--- src/rtl/seq_cycle_fsm.sv ---
// Cyclic-sequence state machine: walks a W-bit state through the ordered
// table SEQ forward, in reverse, ping-pong or holding, with load and wrap flag.
module seq_cycle_fsm #(
  parameter int             W   = 3,
  parameter int             LEN = 5,
  parameter logic [LEN*W-1:0] SEQ = {3'd1, 3'd3, 3'd7, 3'd6, 3'd0},
  localparam int            IW  = (LEN > 1) ? $clog2(LEN) : 1
) (
  input  logic          clk,
  input  logic          rst,
  input  logic          en,
  input  logic          load,
  input  logic [W-1:0]  load_state,
  input  logic [1:0]    mode,
  output logic [W-1:0]  state,
  output logic [IW-1:0] pos,
  output logic          in_seq,
  output logic          dir,
  output logic          wrap
);

  typedef enum logic [1:0] {
    MODE_FWD  = 2'b00,
    MODE_REV  = 2'b01,
    MODE_PING = 2'b10,
    MODE_HOLD = 2'b11
  } mode_e;

  localparam logic [IW-1:0] LAST = IW'(LEN - 1);

  mode_e         mode_w;
  logic [W-1:0]  state_q, state_d;
  logic [IW-1:0] pos_q, pos_d;
  logic          in_seq_q, in_seq_d;
  logic          dir_q, dir_d;
  logic          wrap_q, wrap_d;
  logic          hit;
  logic [IW-1:0] hit_idx;

  assign mode_w = mode_e'(mode);

  // Scan high to low so the lowest matching index wins on duplicates.
  always_comb begin
    hit     = 1'b0;
    hit_idx = '0;
    for (int i = LEN - 1; i >= 0; i--) begin
      if (SEQ[i*W +: W] == load_state) begin
        hit     = 1'b1;
        hit_idx = IW'(i);
      end
    end
  end

  always_comb begin
    state_d  = state_q;
    pos_d    = pos_q;
    in_seq_d = in_seq_q;
    dir_d    = dir_q;
    wrap_d   = 1'b0;
    if (load) begin
      state_d  = load_state;
      pos_d    = hit ? hit_idx : '0;
      in_seq_d = hit;
    end else if (en && (mode_w != MODE_HOLD)) begin
      in_seq_d = 1'b1;
      if (!in_seq_q) begin
        // Re-entry from an off-table value starts at the natural end.
        if (mode_w == MODE_REV) begin
          pos_d = LAST;
          dir_d = 1'b1;
        end else begin
          pos_d = '0;
          dir_d = 1'b0;
        end
      end else begin
        case (mode_w)
          MODE_FWD: begin
            dir_d = 1'b0;
            if (pos_q == LAST) begin
              pos_d  = '0;
              wrap_d = 1'b1;
            end else begin
              pos_d = pos_q + IW'(1);
            end
          end
          MODE_REV: begin
            dir_d = 1'b1;
            if (pos_q == '0) begin
              pos_d  = LAST;
              wrap_d = 1'b1;
            end else begin
              pos_d = pos_q - IW'(1);
            end
          end
          MODE_PING: begin
            if (LEN == 1) begin
              pos_d  = '0;
              dir_d  = ~dir_q;
              wrap_d = 1'b1;
            end else if (!dir_q) begin
              if (pos_q == LAST) begin
                pos_d  = LAST - IW'(1);
                dir_d  = 1'b1;
                wrap_d = 1'b1;
              end else begin
                pos_d = pos_q + IW'(1);
              end
            end else begin
              if (pos_q == '0) begin
                pos_d  = IW'(1);
                dir_d  = 1'b0;
                wrap_d = 1'b1;
              end else begin
                pos_d = pos_q - IW'(1);
              end
            end
          end
          default: ;
        endcase
      end
      state_d = SEQ[int'(pos_d)*W +: W];
    end
  end

  always_ff @(posedge clk) begin
    if (rst) begin
      state_q  <= SEQ[W-1:0];
      pos_q    <= '0;
      in_seq_q <= 1'b1;
      dir_q    <= 1'b0;
      wrap_q   <= 1'b0;
    end else begin
      state_q  <= state_d;
      pos_q    <= pos_d;
      in_seq_q <= in_seq_d;
      dir_q    <= dir_d;
      wrap_q   <= wrap_d;
    end
  end

  assign state  = state_q;
  assign pos    = pos_q;
  assign in_seq = in_seq_q;
  assign dir    = dir_q;
  assign wrap   = wrap_q;

endmodule

--- config.mk ---
export PLATFORM = sky130hd
export DESIGN_NAME = seq_cycle_fsm
export DESIGN_NICKNAME = d
export VERILOG_FILES = /design/src/rtl/seq_cycle_fsm.sv
export SDC_FILE = /design/constraint.sdc
export NUM_CORES = 1
export LEC_CHECK = 0
export ABC_AREA = 1
export BUFFER_PORTS_ARGS = -buffer_cell sky130_fd_sc_hd__clkbuf_2
export CAP_MARGIN = 40
export CORE_MARGIN = 5
export CORE_UTILIZATION = 52
export CTS_CLUSTER_DIAMETER = 100
export DETAILED_ROUTE_END_ITERATION = 16
export GPL_TIMING_DRIVEN = 0
export PLACE_DENSITY = 0.77
export SYNTH_ARGS = -nofsm -noshare
export SYNTH_HDL_FRONTEND = slang
export SYNTH_SLANG_ARGS = --single-unit
export TNS_END_PERCENT = 5
--- constraint.sdc ---
create_clock -name clk -period 2.2 [get_ports clk]
set_input_delay 0.33 -clock clk [delete_from_list [all_inputs] [get_ports clk]]
set_output_delay 0.33 -clock clk [all_outputs]
set_load 0.05 [all_outputs]
==> results.py, run 1 <==
metrics = {
    "status": {
        "outcome": "finished, final reports clean",
    },
    "cts": {
        "path_clk_slew_ns": 0.07,
        "cts_tree": "done",
        "htreeDepth": 1,
        "postCtsHoldBufs": 0,
        "cts_buffers": 3,
        "clkLatencyLatePin_ns": 0.26,
        "cts_sinks": 9,
        "cts_buffer_depth": 2,
        "root_buffer": "clkbuf_4",
    },
    "synthesis": {
        "synth_edf_count": 0,
        "synth-seq-area-share_pct": 22.33,
        "synthTopCellsByArea": "dfxtp_1, ha_1, nand2_1",
        "syn-num-nets": 142,
        "syn-instance-count": 124,
        "syn_area_per_cell_sq_um": 6.508,
        "post-synth-top-area-fraction_pct": 22.33,
        "ys_ff_latch": 9,
        "async_flop_share_pct": 0,
        "ys_warn_count": 0,
        "synth_area_sq_um": 807.0,
        "synth_flop_cell": "dfxtp_1",
        "yosys.area.top_type": "dfxtp_1",
        "synth_cell_types": 24,
    },
    "detailed_routing": {
        "first_pass_iters": 4,
        "via_per_inst": 5.280,
        "drt_iter0_drc": 23,
        "vias": 850,
        "ant_nets": 0,
        "drt-total-wl_microns": 1893,
        "drc": 0,
        "routedWlPerCell_microns": 11.76,
    },
    "critical_path": {
        "crit_required_ns": 2.38,
        "crit_path_start_kind": "flip-flop",
        "reg2regPathDepth": 14,
        "cp-end-kind": "flip-flop",
        "worstSetupPathType": "flip-flop to flip-flop",
        "path_max_fanout": 6,
        "cp.arrival_ns": 2.18,
    },
    "sta": {
        "rsz0062_at_grt": "false",
        "max_slew.worst_pin.slew_ns": 0.2732,
        "hold_violations": 0,
        "final-max-slew-violation-count": 0,
        "clock-skew-final_ns": 0.007044,
        "setup_violations": 0,
        "min_period_ns": 2.000,
        "tns_ns": 0,
        "fmax_mhz": 500.1,
        "finalCritPeriodShare_pct": 90.89,
        "relSlewSlack_pct": 81.76,
    },
    "global_route": {
        "grt_pass1_vias": 756,
        "grt_pass1_wl_microns": 3249,
        "grt_max_degree": 9,
        "grt_overflow": 0,
        "grt_usage_pct": 16.33,
        "antenna_found_initial": 0,
    },
    "die": {
        "chipWidth_microns": 49.40,
        "core.rowCount": 14,
        "io_pins": 18,
        "dieArea_sq_um": 2440,
        "coreArea_sq_um": 1489,
        "start_util_pct": 54.20,
        "die_y_microns": 49.40,
    },
    "layout": {
        "fill_cells": 149,
        "drive_above_1_share_pct": 29.66,
        "final_common_cell": "nand2_1",
        "fin_util_pct": 63.78,
        "ff_latch_area_sq_um": 182.7,
        "final_cell_mix": "nand2_1, inv_1, clkbuf_2, o21ai_0, ha_1",
        "final_cells": 161,
        "fin_nets": 164,
        "multi_input_area_sq_um": 533.0,
        "syn2layout_area_growth_pct": 17.67,
        "antenna_cells": 0,
        "design_area_sq_um": 949.7,
    },
    "place": {
        "place.gp.congestion": 0.9156,
        "dpl.cell_count": 157,
        "dp.final_hpwl_microns": 1616,
        "portBuffers": 17,
        "placed_area_sq_um": 913.4,
    },
    "hold_path": {
        "hold_depth": 2,
        "hold_path_class": "input port to flip-flop",
    },
    "pwr": {
        "irDropWorstVdd_mv": 0.3261,
        "p_leak_nw": 0.5083,
        "pwr_density_cell_nw_per_um2": 555.6,
    },
    "run": {
        "cap_violations": 0,
    },
}
## area by class of cell
class,count,share of cell area [%]
clock inverters,1,0.5270
multi-input cells,88,56.13
clock buffers,3,2.372
inverters,27,10.67
repair buffers,17,8.959
well taps,16,2.108
flip-flops and latches,9,19.24
## worst max-delay path, cell delays in order, from the launching register on
cell and delay (ns):
dfxtp_2 0.38, inv_1 0.09, ha_2 0.22, nand2_1 0.11, inv_2 0.06, nor2_1 0.13, nand2_1 0.07, o211ai_1 0.10
nand4_1 0.11, nand2_1 0.11, inv_1 0.07, ha_1 0.18, nor2_1 0.10, nand2_1 0.06, a31oi_1 0.13
## path summary, 6_finish.rpt
kind	startpoint	to	slack, ns
hold / removal	rst	state[0]	0.27
hold reg to reg	state[2]	state[2]	0.49
setup reg to reg	pos[0]	state[1]	0.20
setup / recovery	pos[0]	state[1]	0.20
## through the flow
stage                     setup WS [ns]  hold slack (ns)  total power, mW
after floorplan                0.004798           0.3924           0.3496
after global placement           0.2110           0.4771           0.3973
after detailed placement         0.2018           0.4818           0.3993
after CTS                        0.1875           0.2687           0.5295
after global routing           0.007703           0.2724           0.5718
final                            0.2003           0.2704           0.5277
## cell usage after synthesis (5+ instances only)
cell,instances
nor2_1,5
dfxtp_1,9
ha_1,9
nand3_1,6
inv_1,19
a21oi_1,5
inv_2,7
a31oi_1,6
nand2_2,6
nand2_1,26
o21ai_0,8
## cell families after synthesis
logic type      after synthesis  share of synthesized area (%)
compound gates               29                          21.71
xor+xnor                      1                          1.085
fa+ha+maj                     9                          13.95
buf+inv                      27                          12.56
flops                         9                          22.33
simple gates                 49                          28.37
## layer usage
layer | global-route usage (%) | vias to the layer above | part of all wire [%] | routed length (microns)
li1 | - | 449 | - | -
met1 | 22.49 | 362 | 45 | 857
met2 | 26.18 | 35 | 46 | 864
met3 | 4.587 | 4 | 7.9 | 149
met4 | 1.310 | 0 | 1.1 | 21
met5 | 0 | - | 0 | 0
## report_power, final
| group | leakage, nW | switching [mW] | internal, mW | total (mW) |
|---|---|---|---|---|
| Sequential | 0.0748 | 0.0136 | 0.176 | 0.190 |
| Combinational | 0.416 | 0.144 | 0.0658 | 0.210 |
| Clock | 0.0177 | 0.0611 | 0.0671 | 0.128 |
## repair_timing
item                       CTS  global route
buffers inserted             0             0
gates resized for setup      0             3
setup endpoints to repair    0             3
## state kept, by name, summed over array words and instances, names as in the netlist
| name | count |
|---|---|
| state | 3 |
| pos | 3 |
| dir | 1 |
| wrap | 1 |
| in_seq | 1 |
Power figures use the tool's default switching activity.
==> run 2: changes to the inputs <==
PLACE_DENSITY = 0.8   (was 0.77)
==> run 2 against run 1 <==
Critical path type unchanged. Largest cell class unchanged. Clock power is essentially flat. Clock skew shrank 0.0019 ns. Critical path depth is the same. Register-to-register slack gained 0.04 ns.
==> results.py, run 2 (synthesis results as in run 1) <==
metrics = {
    "status": {
        "outcome": "finished, final reports clean",
    },
    "critical_path": {
        "cp.arrival_ns": 2.15,
        "worstSetupPathType": "flip-flop to flip-flop",
        "path_max_fanout": 6,
        "crit_required_ns": 2.39,
        "crit_path_start_kind": "flip-flop",
        "cp-end-kind": "flip-flop",
    },
    "pwr": {
        "irDropWorstVdd_mv": 0.3376,
        "pwr_density_cell_nw_per_um2": 556.6,
        "power.internal_uw": 311.1,
        "p_sw_share_pct": 40.90,
        "power.switching_uw": 215.4,
        "p_comb_share_pct": 39.8,
        "p_leak_nw": 0.5055,
        "clkPwrFrac_pct": 24.2,
        "power_frac_seq_pct": 36.0,
    },
    "global_route": {
        "grt_pass1_vias": 773,
        "antenna_found_initial": 0,
        "grt_usage_pct": 16.04,
        "grt_max_degree": 9,
        "grt_pass1_wl_microns": 3105,
        "grt_overflow": 0,
    },
    "detailed_routing": {
        "drc": 0,
        "ant_nets": 0,
        "drt_iter0_drc": 12,
        "routedWlPerCell_microns": 11.57,
        "met2_length_microns": 845,
        "top_layer_used": "met4",
        "first_pass_iters": 4,
        "drt-total-wl_microns": 1863,
        "vias": 852,
        "wl_met1_microns": 889,
        "via_per_inst": 5.292,
        "met3_length_microns": 89,
    },
    "sta": {
        "final-max-slew-violation-count": 0,
        "setup_violations": 0,
        "clock-skew-final_ns": 0.005151,
        "min_period_ns": 1.955,
        "rsz0062_at_grt": "false",
        "relSlewSlack_pct": 81.31,
        "fmax_mhz": 511.4,
        "finalCritPeriodShare_pct": 88.88,
        "hold_violations": 0,
        "max_slew.worst_pin.slew_ns": 0.2799,
        "tns_ns": 0,
    },
    "cts": {
        "htreeDepth": 1,
        "cts_sinks": 9,
        "clkLatencyLatePin_ns": 0.26,
        "root_buffer": "clkbuf_4",
        "path_clk_slew_ns": 0.06,
        "cts_buffer_depth": 2,
        "cts_tree": "done",
        "cts_buffers": 3,
    },
    "layout": {
        "final_common_cell": "nand2_1",
        "syn2layout_area_growth_pct": 17.21,
        "design_area_sq_um": 945.9,
        "fin_util_pct": 63.53,
        "final_cell_mix": "nand2_1, inv_1, clkbuf_2, o21ai_0, ha_1",
        "fin_nets": 164,
        "fill_cells": 131,
        "drive_above_1_share_pct": 28.28,
        "antenna_cells": 0,
    },
    "run": {
        "cap_violations": 0,
    },
    "place": {
        "place.gp.congestion": 0.9265,
        "dp.final_hpwl_microns": 1581,
        "portBuffers": 17,
        "placed_area_sq_um": 913.4,
    },
    "die": {
        "die_y_microns": 49.40,
        "chipWidth_microns": 49.40,
        "io_pins": 18,
        "dieArea_sq_um": 2440,
        "core.rowCount": 14,
        "start_util_pct": 54.20,
        "coreArea_sq_um": 1489,
    },
    "hold_path": {
        "hold_path_class": "input port to flip-flop",
    },
}
[run 2: cell count changes in the layout (fill, tap and decap cells not counted)]
cell      delta
a22oi_1      +1
a22oi_2      -1
clkbuf_1     +1
dfxtp_2      -1
dfxtp_4      +1
clkinv_2     -1
[run 2: final cells by class]
cell class / count / area (sq um) / share of cell area [%]
Multi-Input combinational cell: 88 / 528.0 / 55.82
Timing Repair Buffer: 17 / 85.08 / 8.995
Clock buffer: 4 / 26.28 / 2.778
Inverter: 27 / 101.3 / 10.71
Sequential cell: 9 / 185.2 / 19.58
Tap cell: 16 / 20.02 / 2.116
[run 2: power groups by stage]
stage               clock, mW  sequential (mW)  combinational, mW
floorplan                   0            0.232              0.117
global placement            0            0.192              0.204
detailed placement          0            0.192              0.208
CTS                     0.133            0.189              0.209
global route            0.143            0.192              0.234
finish                  0.127            0.189              0.210
[run 2: metrics by stage]
| step | std cells | total power, mW | setup WS [ns] | hold WS (ns) |
|---|---|---|---|---|
| after CTS | 161 | 0.5306 | 0.1831 | 0.2641 |
| after detailed placement | 157 | 0.4006 | 0.2081 | 0.4730 |
| after global placement | 157 | 0.3966 | 0.2179 | 0.4755 |
| final | 161 | 0.5265 | 0.2447 | 0.2706 |
| after floorplan | 124 | 0.3496 | 0.004798 | 0.3924 |
| after global routing | 161 | 0.5682 | 0.009734 | 0.2708 |
[run 2: layer usage]
layer	track usage, %	up-vias
met2	25.54	27
met4	7.860	0
met3	3.976	6
met5	0	-
met1	19.85	366
li1	-	453
[run 2: what timing repair did]
item,CTS,global route
endpoints found under the setup margin,0,3
resized for setup,0,3
buffers inserted,0,0
hold buffers,0,0
[run 2: worst paths after layout]
kind,startpoint,endpoint,slack (ns),cells past startpoint
worst max-delay path,pos[0],state[1],0.24,14
worst max register to register,pos[0],state[1],0.24,14
worst min-delay path,rst,state[0],0.27,2
worst min register to register,state[1],state[1],0.49,2
[run 2: worst max-delay path, stage by stage, from the launching register on]
cell	delay [ns]
dfxtp_4	0.37
inv_1	0.07
ha_2	0.22
nand2_1	0.11
inv_2	0.06
nor2_1	0.12
nand2_1	0.07
o211ai_1	0.08
nand4_1	0.12
nand2_1	0.11
inv_1	0.07
ha_1	0.17
nor2_1	0.12
nand2_1	0.07
a31oi_1	0.12
==> run 3: changes to the inputs <==
CORE_MARGIN = 2   (was 5)
CORE_UTILIZATION = 55   (was 52)
HOLD_SLACK_MARGIN = 0.12   (was unset)
PLACE_DENSITY = 0.84   (was 0.8)
clock period = 2.4 ns   (was 2.2 ns; I/O delays follow)
==> run 3 against run 2 <==
Sequential share of layout area fell by 0.35 points. Worst setup slack improved by 0.078 ns. Via count is 1.8% higher. Largest cell class unchanged. Sequential power is 8% lower.
==> results.py, run 3 (synthesis results as in run 1) <==
metrics = {
    "sta": {
        "hold_violations": 0,
        "setup_slack_ns": 0.3230,
        "rsz0062_at_grt": "false",
        "relSlewSlack_pct": 81.11,
        "setup_violations": 0,
        "final-max-slew-violation-count": 0,
        "max_slew.worst_pin.slew_ns": 0.2830,
        "clock-skew-final_ns": 0.002252,
        "min_period_ns": 2.077,
        "hold_slack_ns": 0.3069,
        "tns_ns": 0,
        "fmax_mhz": 481.5,
        "finalCritPeriodShare_pct": 86.54,
    },
    "global_route": {
        "grt_usage_pct": 23.83,
        "grt_pass1_wl_microns": 3346,
        "grt_overflow": 0,
        "antenna_found_initial": 0,
        "grt_max_degree": 9,
        "grt_pass1_vias": 791,
    },
    "cts": {
        "path_clk_slew_ns": 0.06,
        "cts_buffer_depth": 2,
        "cts_buffers": 3,
        "postCtsSetupRepairBufs": 0,
        "clkLatencyLatePin_ns": 0.26,
        "postCtsHoldBufs": 0,
        "cts_sinks": 9,
        "cts_tree": "done",
        "root_buffer": "clkbuf_4",
        "cts_resized": 0,
        "htreeDepth": 1,
    },
    "place": {
        "dpl.cell_count": 156,
        "place.gp.congestion": 0.8895,
        "placed_area_sq_um": 910.9,
        "portBuffers": 17,
        "dp.final_hpwl_microns": 1575,
        "pre_cts_ws_ns": 0.3654,
    },
    "die": {
        "start_util_pct": 60.51,
        "die_y_microns": 42.31,
        "dieArea_sq_um": 1790,
        "chipWidth_microns": 42.31,
        "coreArea_sq_um": 1334,
        "io_pins": 18,
        "core.rowCount": 13,
    },
    "layout": {
        "final_common_cell": "nand2_1",
        "fin_util_pct": 70.26,
        "final_cell_mix": "nand2_1, inv_1, clkbuf_2, ha_1, dfxtp_1",
        "final_cells": 160,
        "drive_above_1_share_pct": 26.21,
        "multi_input_area_sq_um": 525.5,
        "fill_cells": 120,
        "syn2layout_area_growth_pct": 16.12,
        "ff_latch_area_sq_um": 180.2,
        "design_area_sq_um": 937.1,
        "antenna_cells": 0,
        "fin_nets": 164,
    },
    "critical_path": {
        "cp.arrival_ns": 2.27,
        "r2r_slack_ns": 0.32,
        "cp-end-kind": "flip-flop",
        "crit_path_start_kind": "flip-flop",
        "worstSetupPathType": "flip-flop to flip-flop",
        "crit_required_ns": 2.60,
        "path_max_fanout": 6,
    },
    "detailed_routing": {
        "vias": 867,
        "drt-total-wl_microns": 1897,
        "drt_iter0_drc": 37,
        "ant_nets": 0,
        "drc": 0,
        "via_per_inst": 5.419,
        "routedWlPerCell_microns": 11.86,
        "first_pass_iters": 4,
    },
    "pwr": {
        "p_leak_nw": 0.5056,
        "pwr_density_cell_nw_per_um2": 514.8,
        "irDropWorstVdd_mv": 0.3855,
        "total_power_uw": 482.4,
    },
    "hold_path": {
        "hold_path_class": "input port to flip-flop",
    },
    "status": {
        "outcome": "finished, final reports clean",
    },
    "run": {
        "cap_violations": 0,
    },
}
run 3: power by group:
| part | total (mW) | internal (mW) | switching [mW] |
|---|---|---|---|
| Sequential | 0.173 | 0.161 | 0.0124 |
| Clock | 0.117 | 0.0641 | 0.0528 |
| Combinational | 0.192 | 0.0593 | 0.133 |
run 3: metal layers:
| layer | part of all wire (%) | GRT usage (%) | routed length, microns |
|---|---|---|---|
| met1 | 46 | 29.53 | 865 |
| met2 | 49 | 40.92 | 922 |
| met3 | 4.4 | 4.310 | 83 |
| met4 | 1.3 | 8.125 | 25 |
| met5 | 0 | 0 | 0 |
run 3: final timing paths:
kind	startpoint	endpoint	cells after the start
worst max-delay path	pos[0]	state[0]	14
worst min-delay path	rst	state[0]	2
worst max register to register	pos[0]	state[0]	14
worst min register to register	state[2]	state[2]	2
run 3: area by class of cell:
cell class	instances	area share (%)
repair buffers	17	9.079
inverters	27	10.81
multi-input cells	88	56.07
clock buffers	4	2.804
well taps	15	2.003
flip-flops and latches	9	19.23
run 3: worst max-delay path, stage by stage, from the launching register on:
cell and delay [ns]:
dfxtp_1 0.42, inv_1 0.11, ha_1 0.27, nand2_2 0.11, inv_2 0.05, a22oi_1 0.23, nand2_1 0.08, nand4_1 0.09
nand2_1 0.09, inv_1 0.08, ha_1 0.14, inv_1 0.04, a21oi_1 0.12, nand2_1 0.07, a21oi_2 0.11
